### src/rtl/intr_seq_ctrl_pkg.sv
// Shared encodings for the interrupt entry/exit sequencer and the fetch unit's next-PC mux.
package intr_seq_ctrl_pkg;

    typedef enum logic [2:0] {
        IDLE   = 3'd0,
        DRAIN  = 3'd1,
        PUSH   = 3'd2,
        VECTOR = 3'd3,
        ISR    = 3'd4,
        POP    = 3'd5
    } intr_state_t;

    localparam logic [1:0] PC_SEQ   = 2'b00;
    localparam logic [1:0] PC_STACK = 2'b01;
    localparam logic [1:0] PC_VEC   = 2'b10;

endpackage

### src/rtl/intr_seq_ctrl.sv
// Interrupt entry/exit sequencer: drains the pipe, pushes the return PC, vectors,
// and on RTI pops the PC back. Owns the interrupt-mode (shadow flag bank) bit.
module intr_seq_ctrl
    import intr_seq_ctrl_pkg::*;
#(
    parameter int PIPE_DEPTH = 4,
    parameter int CNT_W      = 4
) (
    input  logic       clk,
    input  logic       rst,
    input  logic       intr_req,
    input  logic       rti_ex,
    input  logic       mem_ack,
    output logic       intr_mode,
    output logic       stall_fetch,
    output logic       flush,
    output logic       push_pc,
    output logic       pop_pc,
    output logic [1:0] pc_sel,
    output logic       flag_wr_block,
    output logic       intr_ack,
    output logic       spurious_rti
);

    localparam logic [CNT_W-1:0] LP_DRAIN_LOAD = CNT_W'(PIPE_DEPTH - 1);

    intr_state_t      r_state;
    intr_state_t      w_next;
    logic [CNT_W-1:0] r_cnt;
    logic             r_spurious;

    always_ff @(posedge clk or negedge rst) begin
        if (!rst) begin
            r_state <= IDLE;
        end else begin
            r_state <= w_next;
        end
    end

    // Loaded with PIPE_DEPTH-1 on entry so DRAIN dwells exactly PIPE_DEPTH cycles.
    always_ff @(posedge clk or negedge rst) begin
        if (!rst) begin
            r_cnt <= '0;
        end else if (r_state == IDLE && intr_req) begin
            r_cnt <= LP_DRAIN_LOAD;
        end else if (r_state == DRAIN && r_cnt != '0) begin
            r_cnt <= r_cnt - 1'b1;
        end
    end

    always_ff @(posedge clk or negedge rst) begin
        if (!rst) begin
            r_spurious <= 1'b0;
        end else if (r_state == IDLE && rti_ex) begin
            r_spurious <= 1'b1;
        end
    end

    assign spurious_rti = r_spurious;

    always_comb begin
        w_next        = r_state;
        intr_mode     = 1'b0;
        stall_fetch   = 1'b0;
        flush         = 1'b0;
        push_pc       = 1'b0;
        pop_pc        = 1'b0;
        pc_sel        = PC_SEQ;
        flag_wr_block = 1'b0;
        intr_ack      = 1'b0;
        case (r_state)
            IDLE: begin
                if (intr_req) begin
                    w_next = DRAIN;
                end
            end
            DRAIN: begin
                stall_fetch = 1'b1;
                if (r_cnt == '0) begin
                    w_next = PUSH;
                end
            end
            PUSH: begin
                stall_fetch   = 1'b1;
                push_pc       = 1'b1;
                flag_wr_block = 1'b1;
                if (mem_ack) begin
                    w_next = VECTOR;
                end
            end
            VECTOR: begin
                intr_mode     = 1'b1;
                pc_sel        = PC_VEC;
                flush         = 1'b1;
                intr_ack      = 1'b1;
                flag_wr_block = 1'b1;
                w_next        = ISR;
            end
            ISR: begin
                intr_mode = 1'b1;
                if (rti_ex) begin
                    w_next = POP;
                end
            end
            POP: begin
                intr_mode     = 1'b1;
                stall_fetch   = 1'b1;
                pop_pc        = 1'b1;
                flag_wr_block = 1'b1;
                // Redirect to the popped PC in the same cycle the stack port accepts.
                if (mem_ack) begin
                    pc_sel = PC_STACK;
                    flush  = 1'b1;
                    w_next = IDLE;
                end
            end
            default: begin
                w_next = IDLE;
            end
        endcase
    end

endmodule
### config.mk
export PLATFORM = sky130hd
export DESIGN_NAME = intr_seq_ctrl
export DESIGN_NICKNAME = d
export VERILOG_FILES = /design/src/rtl/intr_seq_ctrl_pkg.sv /design/src/rtl/intr_seq_ctrl.sv
export SDC_FILE = /design/constraint.sdc
export NUM_CORES = 1
export LEC_CHECK = 0
export BUFFER_PORTS_ARGS = -buffer_cell sky130_fd_sc_hd__buf_2
export CAP_MARGIN = 20
export CELL_PAD_IN_SITES_DETAIL_PLACEMENT = 2
export CELL_PAD_IN_SITES_GLOBAL_PLACEMENT = 2
export CORE_MARGIN = 2
export CORE_UTILIZATION = 27
export CTS_BUF_LIST = sky130_fd_sc_hd__clkbuf_8
export DETAILED_ROUTE_END_ITERATION = 12
export GPL_TIMING_DRIVEN = 0
export PLACE_DENSITY = 0.83
export SETUP_SLACK_MARGIN = 0.1
export SYNTH_ARGS = -nofsm -noshare
export SYNTH_HDL_FRONTEND = slang
export SYNTH_SLANG_ARGS = --single-unit
### constraint.sdc
create_clock -name clk -period 1.5 [get_ports clk]
set_clock_uncertainty 0.1 [all_clocks]
set_input_delay 0.225 -clock clk [delete_from_list [all_inputs] [get_ports clk]]
set_output_delay 0.225 -clock clk [all_outputs]
set_load 0.1 [all_outputs]
# Word-level counts from Yosys, hierarchy flattened
# Index checks and enable logic that the tools add are counted.
[word_totals]
regBits = 8
latch_bits = 0
ram_bits = 0
rom_bits = 0
inputBits = 5
output_inout_bits = 10
wordCells = 43
mem_count = 0
[classes]
addsub = 1
mul = 0
div = 0
order_cmp = 0
n_eq_ne = 10
shift = 0
n_mux = 18
n_bitwise = 0
n_reduce_logical = 11
[ops]
columns = ["operator", "n"]
rows = [
  ["$pmux W3 S6", 1],
  ["$mux W3", 5],
  ["$reduce_or A3 Y1", 3],
  ["$mux W1", 8],
  ["$mux W4", 2],
  ["$ne A2 B2 Y1 const B", 4],
  ["$eq A3 B2 Y1 const B", 2],
  ["$eq A3 B3 Y1 const B", 2],
  ["$reduce_and A5 Y1", 1],
  ["$logic_not A4 Y1", 1],
  ["$pmux W2 S2", 1],
  ["$reduce_bool A4 Y1", 1],
  ["$sub A4 B1 Y4 const B", 1],
  ["$eq A3 B1 Y1 const B", 1],
  ["$logic_and A1 B1 Y1", 3],
  ["$logic_not A3 Y1", 1],
  ["$ne A2 B1 Y1 const B", 1],
  ["$pmux W1 S2", 1],
  ["$reduce_bool A2 Y1", 1],
]

# Longest topological paths before layout
# Gate-level depths: netlist (run 1).
[logic_depth]
word_depth = 4
ltp_mapped = 5
depth_no_buf = 5

# Least setup slack after synthesis (run 1)
# No wires, ideal clock.
[synth_path]
kind = "reg-to-output"
startpoint = "reg r_state[0]"
endpoint = "out stall_fetch"
arrival_time_ns = 3.390
required_ns = 1.175
setup_slack_ns = -2.215
stages_incl_launch_ff = 4
n_path_buf = 1
path_cell_list = "dfrtp_1 -> buf_2 -> nor3_1 -> or2_2"
[synth_between]
elab_chain_cells = 3
elab_cells_between_ends = 5
classes_between = "eq/ne (3); mux (1); reduce/logical (1)"
[synth_lines]
columns = ["item", "line", "text"]
rows = [
  ["from (decl)", "intr_seq_ctrl.sv:27", "intr_state_t r_state;"],
  ["from (signal assigned)", "intr_seq_ctrl.sv:36", "r_state <= w_next;"],
  ["$eq A3 B1 Y1 (tied with other cells)", "intr_seq_ctrl.sv:71", "case (r_state)"],
  ["$reduce_or A3 Y1 (no line) *", "-", ""],
  ["$mux W1 *", "intr_seq_ctrl.sv:71", ""],
  ["to (decl)", "intr_seq_ctrl.sv:15", "output logic stall_fetch,"],
]
# Every way passes the cells marked *; elsewhere a longest branch is shown, timed or not.

# Final worst setup path (run 1)
[layout_path]
startpoint = "reg r_state[2]"
endpoint = "reg r_cnt[0]"
[layout_between]
elab_chain_cells = 3
elab_cells_between_ends = 6
classes_between = "eq/ne (1); mux (1); reduce/logical (4)"
[layout_lines]
columns = ["item", "line", "text"]
rows = [
  ["$eq A3 B1 Y1 / $logic_not A3 Y1 (equally long branches)", "intr_seq_ctrl.sv:46, intr_seq_ctrl.sv:44", ""],
  ["$logic_and A1 B1 Y1 (on tied branches)", "intr_seq_ctrl.sv:46, intr_seq_ctrl.sv:44", ""],
  ["$reduce_bool A2 Y1 (no line) / $mux W4 (equally long branches)", "-", ""],
  ["to (signal assigned)", "intr_seq_ctrl.sv:47", "r_cnt <= r_cnt - 1'b1;"],
  ["to (decl)", "intr_seq_ctrl.sv:29", "logic [CNT_W-1:0] r_cnt;"],
]
# Parallel ways exist; a longest one is shown, timed or not.
# A chain may end at the register's enable or synchronous reset.

==> PnR_summary.wiki, run 1 <==
{| class="wikitable"
! Metric !! Value
|-
| Status || finished with violations
|-
| Violations in the final reports || negative setup slack
|-
| Site row count || 16
|-
| Least-Margin Pin Slew || 0.4895 ns
|-
| Post-layout nets || 104
|-
| Cell area after layout || 1100 um2
|-
| Via count of the first global-routing pass || 646
|-
| Number of standard cells in the final layout excluding fillers || 123
|-
| Slew headroom || 67.59%
|-
| Clock net sink count || 8
|-
| Routability-driven placement congestion ratio || 0.7008
|-
| Class of the tightest hold or removal check || primary input to register
|-
| Register area share after synthesis || 37.21%
|-
| Overflow after GRT || 0
|-
| Power density relative to cell area || 2220 nW/um2
|-
| RSZ-0062 raised after global routing || true
|-
| Layout area overhead || 104.4%
|-
| Most repeated cell in the gate-level netlist after synthesis || sky130_fd_sc_hd__dfrtp_1
|-
| Req. time, crit path || 1.54 ns
|-
| Synthesized area || 538.0 um2
|-
| Vert. Die Dim || 48.64 um
|-
| Net count after synthesis || 66
|-
| Count of antenna-violating nets left after detailed routing || 0
|-
| Number of antenna violations at the first check in global routing || 0
|-
| Max-cap violation count || 0
|-
| Via density per instance || 4.821
|-
| Wire length per cell after detailed routing || 19.86 um
|-
| Fraction of post-synthesis cell area in the top cell type by area || 37.21%
|-
| Placeable core region || 1922 um2
|-
| Most frequent CP cell || sky130_fd_sc_hd__buf_4
|-
| Synthesis Warnings || 0
|-
| Detailed-routing iteration count for the pre-antenna-repair pass || 3
|-
| Mean post-synth cell area || 8.967 um2
|-
| Async SR Flop Fraction || 100.0%
|-
| Endpoint type of the worst setup path || register
|-
| Critical path class || register to register
|-
| Maximum single-stage delay on the critical path || 0.43 ns
|-
| Post-synthesis cell count || 60
|-
| Die Area || 2366 um2
|-
| Fraction of layout cells with a size suffix above 1 || 67.71%
|-
| Final slew viol count || 0
|-
| Final critical-path required period || 1.709 ns
|-
| Data arrival at the endpoint of the critical path || 1.75 ns
|-
| Final WL || 2.443 mm
|-
| Largest area contributor in the synthesized netlist || sky130_fd_sc_hd__dfrtp_1
|-
| Final hold vios || 0
|-
| Pin count of the biggest net entering global routing || 11
|-
| Cell with the biggest individual delay on the critical path || sky130_fd_sc_hd__or3b_4
|-
| TritonCTS buffer count || 3
|-
| Post-route fraction of the period consumed by the critical path || 113.9%
|-
| Aggregate global-route resource usage || 20.56%
|-
| Post-Route Setup TNS || -2.101 ns
|-
| CTS clock-pin slew for the worst setup and hold paths || 0.04 ns
|-
| Pre-CTS setup slack || -0.2916 ns
|-
| Most common library cells after synthesis || sky130_fd_sc_hd__dfrtp_1, sky130_fd_sc_hd__inv_1, sky130_fd_sc_hd__nor2_1, sky130_fd_sc_hd__nor2b_1
|-
| Number of H-tree branching levels || 1
|-
| IO Count || 15
|-
| FF+latch count, synth || 8
|-
| Critical Path, Cell by Cell || buf_4 > buf_4 > or3b_4 > nor2_4 > mux2i_1
|-
| Cell area after placement || 693.2 um2
|-
| Max Fclk || 0.5851 GHz
|-
| Drt first-iter violations || 2
|-
| CP Launch Type || register
|-
| Number of synthesized flops with an enable pin || 0
|-
| Biggest area contributors in the synthesized netlist || sky130_fd_sc_hd__dfrtp_1, sky130_fd_sc_hd__nor2b_1, sky130_fd_sc_hd__mux2i_1, sky130_fd_sc_hd__inv_1, sky130_fd_sc_hd__a21oi_1
|-
| HPWL after DPL || 1.127 mm
|-
| Die Width || 48.64 um
|-
| Most used DFF post-synth || sky130_fd_sc_hd__dfrtp_1
|-
| Distinct cell type count of the synthesized netlist || 26
|-
| Slack of the critical path || -0.2090 ns
|-
| CTS tree || done
|-
| Global-route wire length before repair || 3.608 mm
|-
| Buffers from clock root to sink, at most || 2
|-
| Critical path peak fanout || 3
|-
| Cell at the root of the clock tree || sky130_fd_sc_hd__clkbuf_8
|-
| Worst skew pair latency || 0.23 ns
|-
| Post-route DRC violation count || 0
|-
| Input/output buffers || 14
|-
| Starting density of the core || 27.99%
|-
| Peak supply drop || 1460 uV
|-
| Placed cell count || 101
|-
| Leakage power || 0.4854 nW
|-
| Final setup violation count || 14
|-
| DR vias || 593
|-
| Number of diodes || 0
|-
| Hold Slack || 0.2004 ns
|}
## critical path, delay by kind of cell, from the launching register on
kind,cells,cell delay [ns]
muxes,1,0.24
buffers and inverters,2,0.29
and+or+nand+nor,2,0.60
DFF,1,0.39
## flip-flops by register name, summed over array words and instances, names as in the netlist
name	cells
r_cnt	4
r_state	3
spurious_rti	1
## layer usage
metal	wire (um)	share of wire (%)	GRT usage, %
met5	0	0	0
met4	62	2.5	7.143
met3	74	3.0	3.395
met2	1324	54	40.18
met1	981	40	21.81
## cells by family after synthesis
logic type	count (synthesis)	synth area share, %
AO/OA/AOI/OAI	10	13.02
adder cells (fa/ha/maj)	1	2.325
AND/OR/NAND/NOR	28	32.32
multiplexers	3	5.582
buffers and inverters	10	9.535
flip-flops	8	37.21
## report_power, final
part | switching (mW) | leakage, nW | internal (mW)
Sequential | 0.0761 | 0.0968 | 0.288
Combinational | 1.03 | 0.367 | 0.785
Clock | 0.0917 | 0.0216 | 0.174
Total | 1.19 | 0.485 | 1.25
## path summary, 6_finish.rpt
check	from	end	slack (ns)	cells past startpoint
worst min register to register	spurious_rti$_DFFE_PN0P_	spurious_rti$_DFFE_PN0P_	0.39	1
worst max register to register	r_state[2]$_DFFE_PN0P_	r_cnt[0]$_DFFE_PN0P_	-0.21	5
max in group asynchronous	rst	r_cnt[0]$_DFFE_PN0P_	0.85	2
min in group asynchronous	rst	r_state[0]$_DFFE_PN0P_	0.28	2
worst min-delay path	rti_ex	spurious_rti$_DFFE_PN0P_	0.20	2
worst max-delay path	r_state[2]$_DFFE_PN0P_	r_cnt[0]$_DFFE_PN0P_	-0.21	5
## timing repair
action,CTS,global route
endpoints found under the setup margin,15,15
hold buffers,1,0
hold endpoints to repair,8,0
pin swaps,6,8
gates resized for setup,47,13
buffers inserted,14,5
## cell type report
class / instances / area [um2]
fillers: 193 / 822.0
multi-input cells: 42 / 401.6
repair buffers: 33 / 349.1
flip-flops and latches: 8 / 200.2
plain buffers: 4 / 45.04
clock buffers: 3 / 41.29
well taps: 27 / 33.78
inverters: 6 / 28.78
## through the flow
stage	utilization, %	total power [mW]
after floorplan	-	1.316
after global placement	36.07	1.459
after detailed placement	36.07	1.503
after CTS	52.93	2.203
after global routing	57.23	2.556
final	57.23	2.442
## layout by cell type (no fill, tap or decap), types with 3 or more instances in the layout
master,Yosys,final
sky130_fd_sc_hd__buf_4,1,16
sky130_fd_sc_hd__dfrtp_1,8,8
sky130_fd_sc_hd__nand2_1,4,3
sky130_fd_sc_hd__clkbuf_8,0,3
sky130_fd_sc_hd__nor2_1,5,4
sky130_fd_sc_hd__buf_6,1,7
sky130_fd_sc_hd__a21oi_1,4,3
sky130_fd_sc_hd__nor2b_4,0,3
sky130_fd_sc_hd__buf_2,2,5
sky130_fd_sc_hd__buf_12,0,8
Power figures use the tool's default switching activity.
==> run 2, diff against run 1 <==
--- a/config.mk
+++ b/config.mk
@@ -10,11 +10,11 @@
 export CELL_PAD_IN_SITES_DETAIL_PLACEMENT = 2
 export CELL_PAD_IN_SITES_GLOBAL_PLACEMENT = 2
 export CORE_MARGIN = 2
-export CORE_UTILIZATION = 27
+export CORE_UTILIZATION = 33
 export CTS_BUF_LIST = sky130_fd_sc_hd__clkbuf_8
 export DETAILED_ROUTE_END_ITERATION = 12
 export GPL_TIMING_DRIVEN = 0
-export PLACE_DENSITY = 0.83
+export PLACE_DENSITY = 0.94
 export SETUP_SLACK_MARGIN = 0.1
 export SYNTH_ARGS = -nofsm -noshare
 export SYNTH_HDL_FRONTEND = slang
==> constraint.sdc (replaced) <==
create_clock -name clk -period 2.1 [get_ports clk]
set_clock_uncertainty 0.1 [all_clocks]
set_input_delay 0.315 -clock clk [delete_from_list [all_inputs] [get_ports clk]]
set_output_delay 0.315 -clock clk [all_outputs]
set_load 0.1 [all_outputs]
==> PnR_summary.wiki, run 2 (synthesized netlist as in run 1, its figures left out) <==
{| class="wikitable"
! Metric !! Value
|-
| Status || finished clean
|-
| Final slew viol count || 0 (unchanged)
|-
| Number of H-tree branching levels || 1 (unchanged)
|-
| Via density per instance || 5.309 (+10%)
|-
| Final hold vios || 0 (unchanged)
|-
| Pre-CTS setup slack || 0.1318 ns (+0.4234 ns)
|-
| Clock net sink count || 8 (unchanged)
|-
| # Post-CTS Setup Buffers || 0 (-14)
|-
| Detailed-routing iteration count for the pre-antenna-repair pass || 2 (-1)
|-
| Final WL || 1.856 mm (-24%)
|-
| TritonCTS buffer count || 3 (unchanged)
|-
| Pin count of the biggest net entering global routing || 11 (unchanged)
|-
| Cell at the root of the clock tree || sky130_fd_sc_hd__clkbuf_8
|-
| Routability-driven placement congestion ratio || 0.7558 (+7.8%)
|-
| Biggest register || r_cnt
|-
| Number of diodes || 0 (unchanged)
|-
| Leakage power || 0.3488 nW (-28%)
|-
| Cell area after placement || 656.9 um2 (-5.2%)
|-
| Critical path peak fanout || 10 (+7)
|-
| Aggregate global-route resource usage || 21.84% (+1.3 points)
|-
| Class of the tightest hold or removal check || primary input to register
|-
| Number of antenna violations at the first check in global routing || 0 (unchanged)
|-
| Overall Power || 1.300 mW (-47%)
|-
| Post-layout nets || 86 (-17%)
|-
| Site row count || 14 (-2)
|-
| Critical path class || register to output port
|-
| Max Fclk || 0.5102 GHz
|-
| Req. time, crit path || 1.68 ns (+0.14 ns)
|-
| Hold Slack || 0.2537 ns (+0.05337 ns)
|-
| Post-Route Setup TNS || 0 ns (+2.101 ns)
|-
| Layout area overhead || 39.53%
|-
| Overflow after GRT || 0 (unchanged)
|-
| Max-cap violation count || 0 (unchanged)
|-
| Slew headroom || 66.40% (-1.2 points)
|-
| DR vias || 499 (-16%)
|-
| Multi-input gate area || 315.3 um2 (-21%)
|-
| Placeable core region || 1524 um2 (-21%)
|-
| Worst reg-to-reg setup slack || 0.28 ns (+0.49 ns)
|-
| CTS tree || done
|-
| Wire length per cell after detailed routing || 19.74 um (-0.59%)
|-
| Global-route wire length before repair || 2.953 mm (-18%)
|-
| Worst skew pair latency || 0.23 ns (about the same)
|-
| Slack of the critical path || 0.1398 ns (+0.3488 ns)
|-
| Max reg flops || 4 (unchanged)
|-
| Input/output buffers || 14 (unchanged)
|-
| Fraction of layout cells with a size suffix above 1 || 46.15% (-22 points)
|-
| Fill count || 159 (-18%)
|-
| CTS clock-pin slew for the worst setup and hold paths || 0.04 ns (about the same)
|-
| Die Width || 44.38 um (-8.8%)
|-
| CP Launch Type || register
|-
| Final setup violation count || 0 (-14)
|-
| Final critical-path required period || 1.960 ns
|-
| Leading cell types in the layout, fill and taps excluded || sky130_fd_sc_hd__buf_2, sky130_fd_sc_hd__dfrtp_1, sky130_fd_sc_hd__buf_6
|-
| RSZ-0062 raised after global routing || true
|-
| Endpoint type of the worst setup path || output port
|-
| Post-route DRC violation count || 0 (unchanged)
|-
| Buffers from clock root to sink, at most || 2 (unchanged)
|-
| Least-Margin Pin Slew || 0.5074 ns (+0.01792 ns)
|-
| Peak supply drop || 740.1 uV (-49%)
|-
| Cell area after layout || 750.7 um2 (-32%)
|-
| Vert. Die Dim || 44.38 um (-8.8%)
|-
| Drt first-iter violations || 2 (unchanged)
|-
| Count of antenna-violating nets left after detailed routing || 0 (unchanged)
|-
| Post-route fraction of the period consumed by the critical path || 93.34%
|-
| IO Count || 15 (unchanged)
|-
| Power density relative to cell area || 1732 nW/um2 (-22%)
|-
| Data arrival at the endpoint of the critical path || 1.55 ns (-0.20 ns)
|-
| Die Area || 1969 um2 (-17%)
|-
| Starting density of the core || 35.30% (+7.3 points)
|-
| Area used by sequential logic in the layout || 200.2 um2 (unchanged)
|-
| HPWL after DPL || 1.212 mm (+7.6%)
|-
| Via count of the first global-routing pass || 558 (-14%)
|}
-- run 2: worst paths after layout --
path,start,endpoint,depth (start not counted)
setup reg to reg,r_cnt[0]$_DFFE_PN0P_,r_state[0]$_DFFE_PN0P_,5
min in group asynchronous,rst,r_cnt[1]$_DFFE_PN0P_,2
max in group asynchronous,rst,r_state[1]$_DFFE_PN0P_,2
hold reg to reg,spurious_rti$_DFFE_PN0P_,spurious_rti$_DFFE_PN0P_,1
hold / removal,rti_ex,spurious_rti$_DFFE_PN0P_,2
setup / recovery,r_state[2]$_DFFE_PN0P_,flush,5
-- run 2: what timing repair did --
item	4_1_cts	5_1_grt
cloned	0	0
setup endpoints to repair	8	3
hold buffers	1	0
hold endpoints to repair	8	0
gates resized for setup	12	3
-- run 2: power breakdown --
part	internal [mW]	switching, mW	leakage (nW)
logic	0.258	0.587	0.230
clock network	0.124	0.0622	0.0216
registers	0.205	0.0631	0.0968
total	0.588	0.712	0.349
-- run 2: final cells by class --
class / instances / share of cell area, %
Clock buffer: 3 / 5.500
Multi-Input combinational cell: 42 / 42.00
Buffer: 4 / 4.333
Tap cell: 16 / 2.667
Inverter: 6 / 3.500
Sequential cell: 8 / 26.67
Timing Repair Buffer: 15 / 15.33
-- run 2: per-layer routing --
layer	wire, um	GRT usage, %
met2	917	36.18
met3	54	4.490
met5	0	0
met1	807	26.53
met4	77	11.52
-- run 2: through the flow --
stage	instances	util (%)
global route	94	49.26
global placement	90	43.10
floorplan	60	-
detailed placement	90	43.10
finish	94	49.26
CTS	94	48.60
-- run 2: worst max-delay path, cell delays in order, from the launching register on --
cell                      delay, ns
sky130_fd_sc_hd__dfrtp_1       0.37
sky130_fd_sc_hd__buf_2         0.26
sky130_fd_sc_hd__nor2b_1       0.21
sky130_fd_sc_hd__a21oi_1       0.12
sky130_fd_sc_hd__nor2b_2       0.13
sky130_fd_sc_hd__buf_6         0.23
==> run 3, diff against run 2 <==
--- a/config.mk
+++ b/config.mk
@@ -13,7 +13,7 @@
 export CORE_UTILIZATION = 33
 export CTS_BUF_LIST = sky130_fd_sc_hd__clkbuf_8
 export DETAILED_ROUTE_END_ITERATION = 12
-export GPL_TIMING_DRIVEN = 0
+export GPL_TIMING_DRIVEN = 1
 export PLACE_DENSITY = 0.94
 export SETUP_SLACK_MARGIN = 0.1
 export SYNTH_ARGS = -nofsm -noshare
==> PnR_summary.wiki, run 3 (synthesized netlist as in run 1, its figures left out) <==
{| class="wikitable"
! Metric !! Value
|-
| Endpoint type of the worst setup path || output port
|-
| Placeable core region || 1524 um2 (unchanged)
|-
| Leading cell types in the layout, fill and taps excluded || sky130_fd_sc_hd__buf_12, sky130_fd_sc_hd__dfrtp_1, sky130_fd_sc_hd__inv_1, sky130_fd_sc_hd__nor2_1, sky130_fd_sc_hd__buf_2
|-
| Launch instance of the worst register-to-register path || r_cnt[1]$_DFFE_PN0P_
|-
| Final slew viol count || 0 (unchanged)
|-
| Max reg flops || 4 (unchanged)
|-
| Class of the tightest hold or removal check || primary input to register
|-
| Biggest register || r_cnt
|-
| CTS clock-pin slew for the worst setup and hold paths || 0.04 ns (about the same)
|-
| Data arrival at the endpoint of the critical path || 1.55 ns (about the same)
|-
| CP Launch Type || register
|-
| Combined buffer and inverter count along the critical path || 1 (-1)
|-
| Overflow after GRT || 0 (unchanged)
|-
| Routability-driven placement congestion ratio || 0.7810 (+3.3%)
|-
| Die Width || 44.38 um (unchanged)
|-
| Max Fclk || 0.5096 GHz (-0.12%)
|-
| Critical path class || register to output port
|-
| Post-route fraction of the period consumed by the critical path || 93.45% (+0.11 points)
|-
| Wire length per cell after detailed routing || 21.75 um (+10%)
|-
| Number of standard cells in the final layout excluding fillers || 91 (-3.2%)
|-
| Leakage power || 0.3543 nW (+1.6%)
|-
| Critical path peak fanout || 7 (-3)
|-
| Worst reg-to-reg path cell count || 5 (unchanged)
|-
| Die Area || 1969 um2 (unchanged)
|-
| Post-Route Setup TNS || 0 ns (unchanged)
|-
| Fill count || 150 (-5.7%)
|-
| Placed cell count || 87 (-3.3%)
|-
| Power density relative to cell area || 1740 nW/um2 (+0.44%)
|-
| Req. time, crit path || 1.68 ns (about the same)
|-
| Startpoint of the most critical hold path || rti_ex
|-
| Fraction of layout cells with a size suffix above 1 || 45.33% (-0.82 points)
|-
| Post-layout nets || 83 (-3.5%)
|-
| Critical Path, Cell by Cell || nor2b_2 > and2_2 > or2_4 > buf_12
|-
| Crit. Startpoint || r_state[0]$_DFFE_PN0P_
|-
| DR vias || 493 (-1.2%)
|-
| Vert. Die Dim || 44.38 um (unchanged)
|-
| # Post-CTS Setup Buffers || 0 (unchanged)
|-
| Post-route core utilization || 53.53% (+4.3 points)
|-
| Status || finished clean
|-
| Buffers from clock root to sink, at most || 2 (unchanged)
|-
| Worst skew pair latency || 0.23 ns (about the same)
|-
| Via density per instance || 5.418 (+2.1%)
|-
| Pre-CTS setup slack || 0.2540 ns (+0.1222 ns)
|-
| Count of antenna-violating nets left after detailed routing || 0 (unchanged)
|-
| Starting density of the core || 35.30% (unchanged)
|-
| Cell at the root of the clock tree || sky130_fd_sc_hd__clkbuf_8
|-
| Slack of the critical path || 0.1375 ns (-0.002340 ns)
|-
| Least-Margin Pin Slew || 0.5427 ns (+0.03525 ns)
|-
| Layout area overhead || 51.63%
|-
| TritonCTS buffer count || 3 (unchanged)
|-
| Final setup violation count || 0 (unchanged)
|-
| Final hold vios || 0 (unchanged)
|-
| Aggregate global-route resource usage || 23.81% (+2.0 points)
|-
| Detailed-routing iteration count for the pre-antenna-repair pass || 4 (+2)
|-
| IO Count || 15 (unchanged)
|-
| Post-route DRC violation count || 0 (unchanged)
|-
| Number of H-tree branching levels || 1 (unchanged)
|-
| Number of antenna violations at the first check in global routing || 0 (unchanged)
|-
| HPWL after DPL || 1.390 mm (+15%)
|-
| Maximum single-stage delay on the critical path || 0.46 ns (+0.09 ns)
|-
| Final WL || 1.979 mm (+6.6%)
|-
| Input/output buffers || 14 (unchanged)
|-
| Stages on worst setup path || 4 (-1)
|-
| RSZ-0062 raised after global routing || false
|-
| Cell with the biggest individual delay on the critical path || sky130_fd_sc_hd__dfrtp_1
|-
| Pin count of the biggest net entering global routing || 13 (+2)
|-
| Peak supply drop || 850.7 uV (+15%)
|-
| Max-cap violation count || 0 (unchanged)
|-
| Drt first-iter violations || 9 (+7)
|-
| Final critical-path required period || 1.963 ns (+0.002340 ns)
|-
| Global-route wire length before repair || 3.236 mm (+9.6%)
|-
| Via count of the first global-routing pass || 602 (+7.9%)
|-
| CTS tree || done
|-
| Hold Slack || 0.2617 ns (+0.007927 ns)
|-
| Clock net sink count || 8 (unchanged)
|-
| Number of diodes || 0 (unchanged)
|-
| Slew headroom || 63.73% (-2.7 points)
|-
| Site row count || 14 (unchanged)
|-
| Family with the most delay on the worst path || simple AND/OR/NAND/NOR gates
|-
| Min-Delay Path Depth || 2 (unchanged)
|-
| Leading cell type in the layout, fill and taps excluded || sky130_fd_sc_hd__buf_12
|}
==> run 3: where the power goes <==
| group | internal [mW] | switching (mW) |
|---|---|---|
| clock network | 0.124 | 0.0627 |
| logic | 0.342 | 0.586 |
| registers | 0.207 | 0.0977 |
==> run 3: per-stage QoR <==
stage,power [mW],cell area [um2]
after floorplan,0.9035,566.8
after global placement,1.145,752.0
after detailed placement,1.198,752.0
after CTS,1.423,810.8
after global routing,1.481,815.8
final,1.419,815.8
==> run 3: path summary, 6_finish.rpt <==
check	end	slack (ns)
max	flag_wr_block	0.14
min	spurious_rti$_DFFE_PN0P_	0.26
max reg2reg	r_state[0]$_DFFE_PN0P_	0.37
min reg2reg	spurious_rti$_DFFE_PN0P_	0.39
max in group asynchronous	r_state[1]$_DFFE_PN0P_	1.35
min in group asynchronous	spurious_rti$_DFFE_PN0P_	0.36
==> run 3: timing repair <==
item,CTS,global route
hold endpoints to repair,8,0
endpoints found under the setup margin,5,1
resized for setup,4,1
hold buffers,1,0
==> run 3: area by class of cell <==
class	count	area (um2)	share of cell area (%)
repair buffers	16	210.2	25.77
well taps	16	20.02	2.454
clock buffers	3	41.29	5.061
flip-flops and latches	8	202.7	24.85
multi-input cells	42	315.3	38.65
inverters	6	26.28	3.221
==> run 3: routing by layer <==
metal / wire, um / global-route usage (%)
met4: 0 / 5.455
met1: 886 / 31.39
met2: 1065 / 42.35
met3: 27 / 1.633
met5: 0 / 0
==> run 3: worst reg2reg max path, cell delays in order (launching register included) <==
cell and delay (ns):
sky130_fd_sc_hd__dfrtp_1 0.43, sky130_fd_sc_hd__inv_1 0.09, sky130_fd_sc_hd__ha_1 0.23, sky130_fd_sc_hd__nor3b_2 0.34
sky130_fd_sc_hd__nor2_4 0.10, sky130_fd_sc_hd__a221o_1 0.31
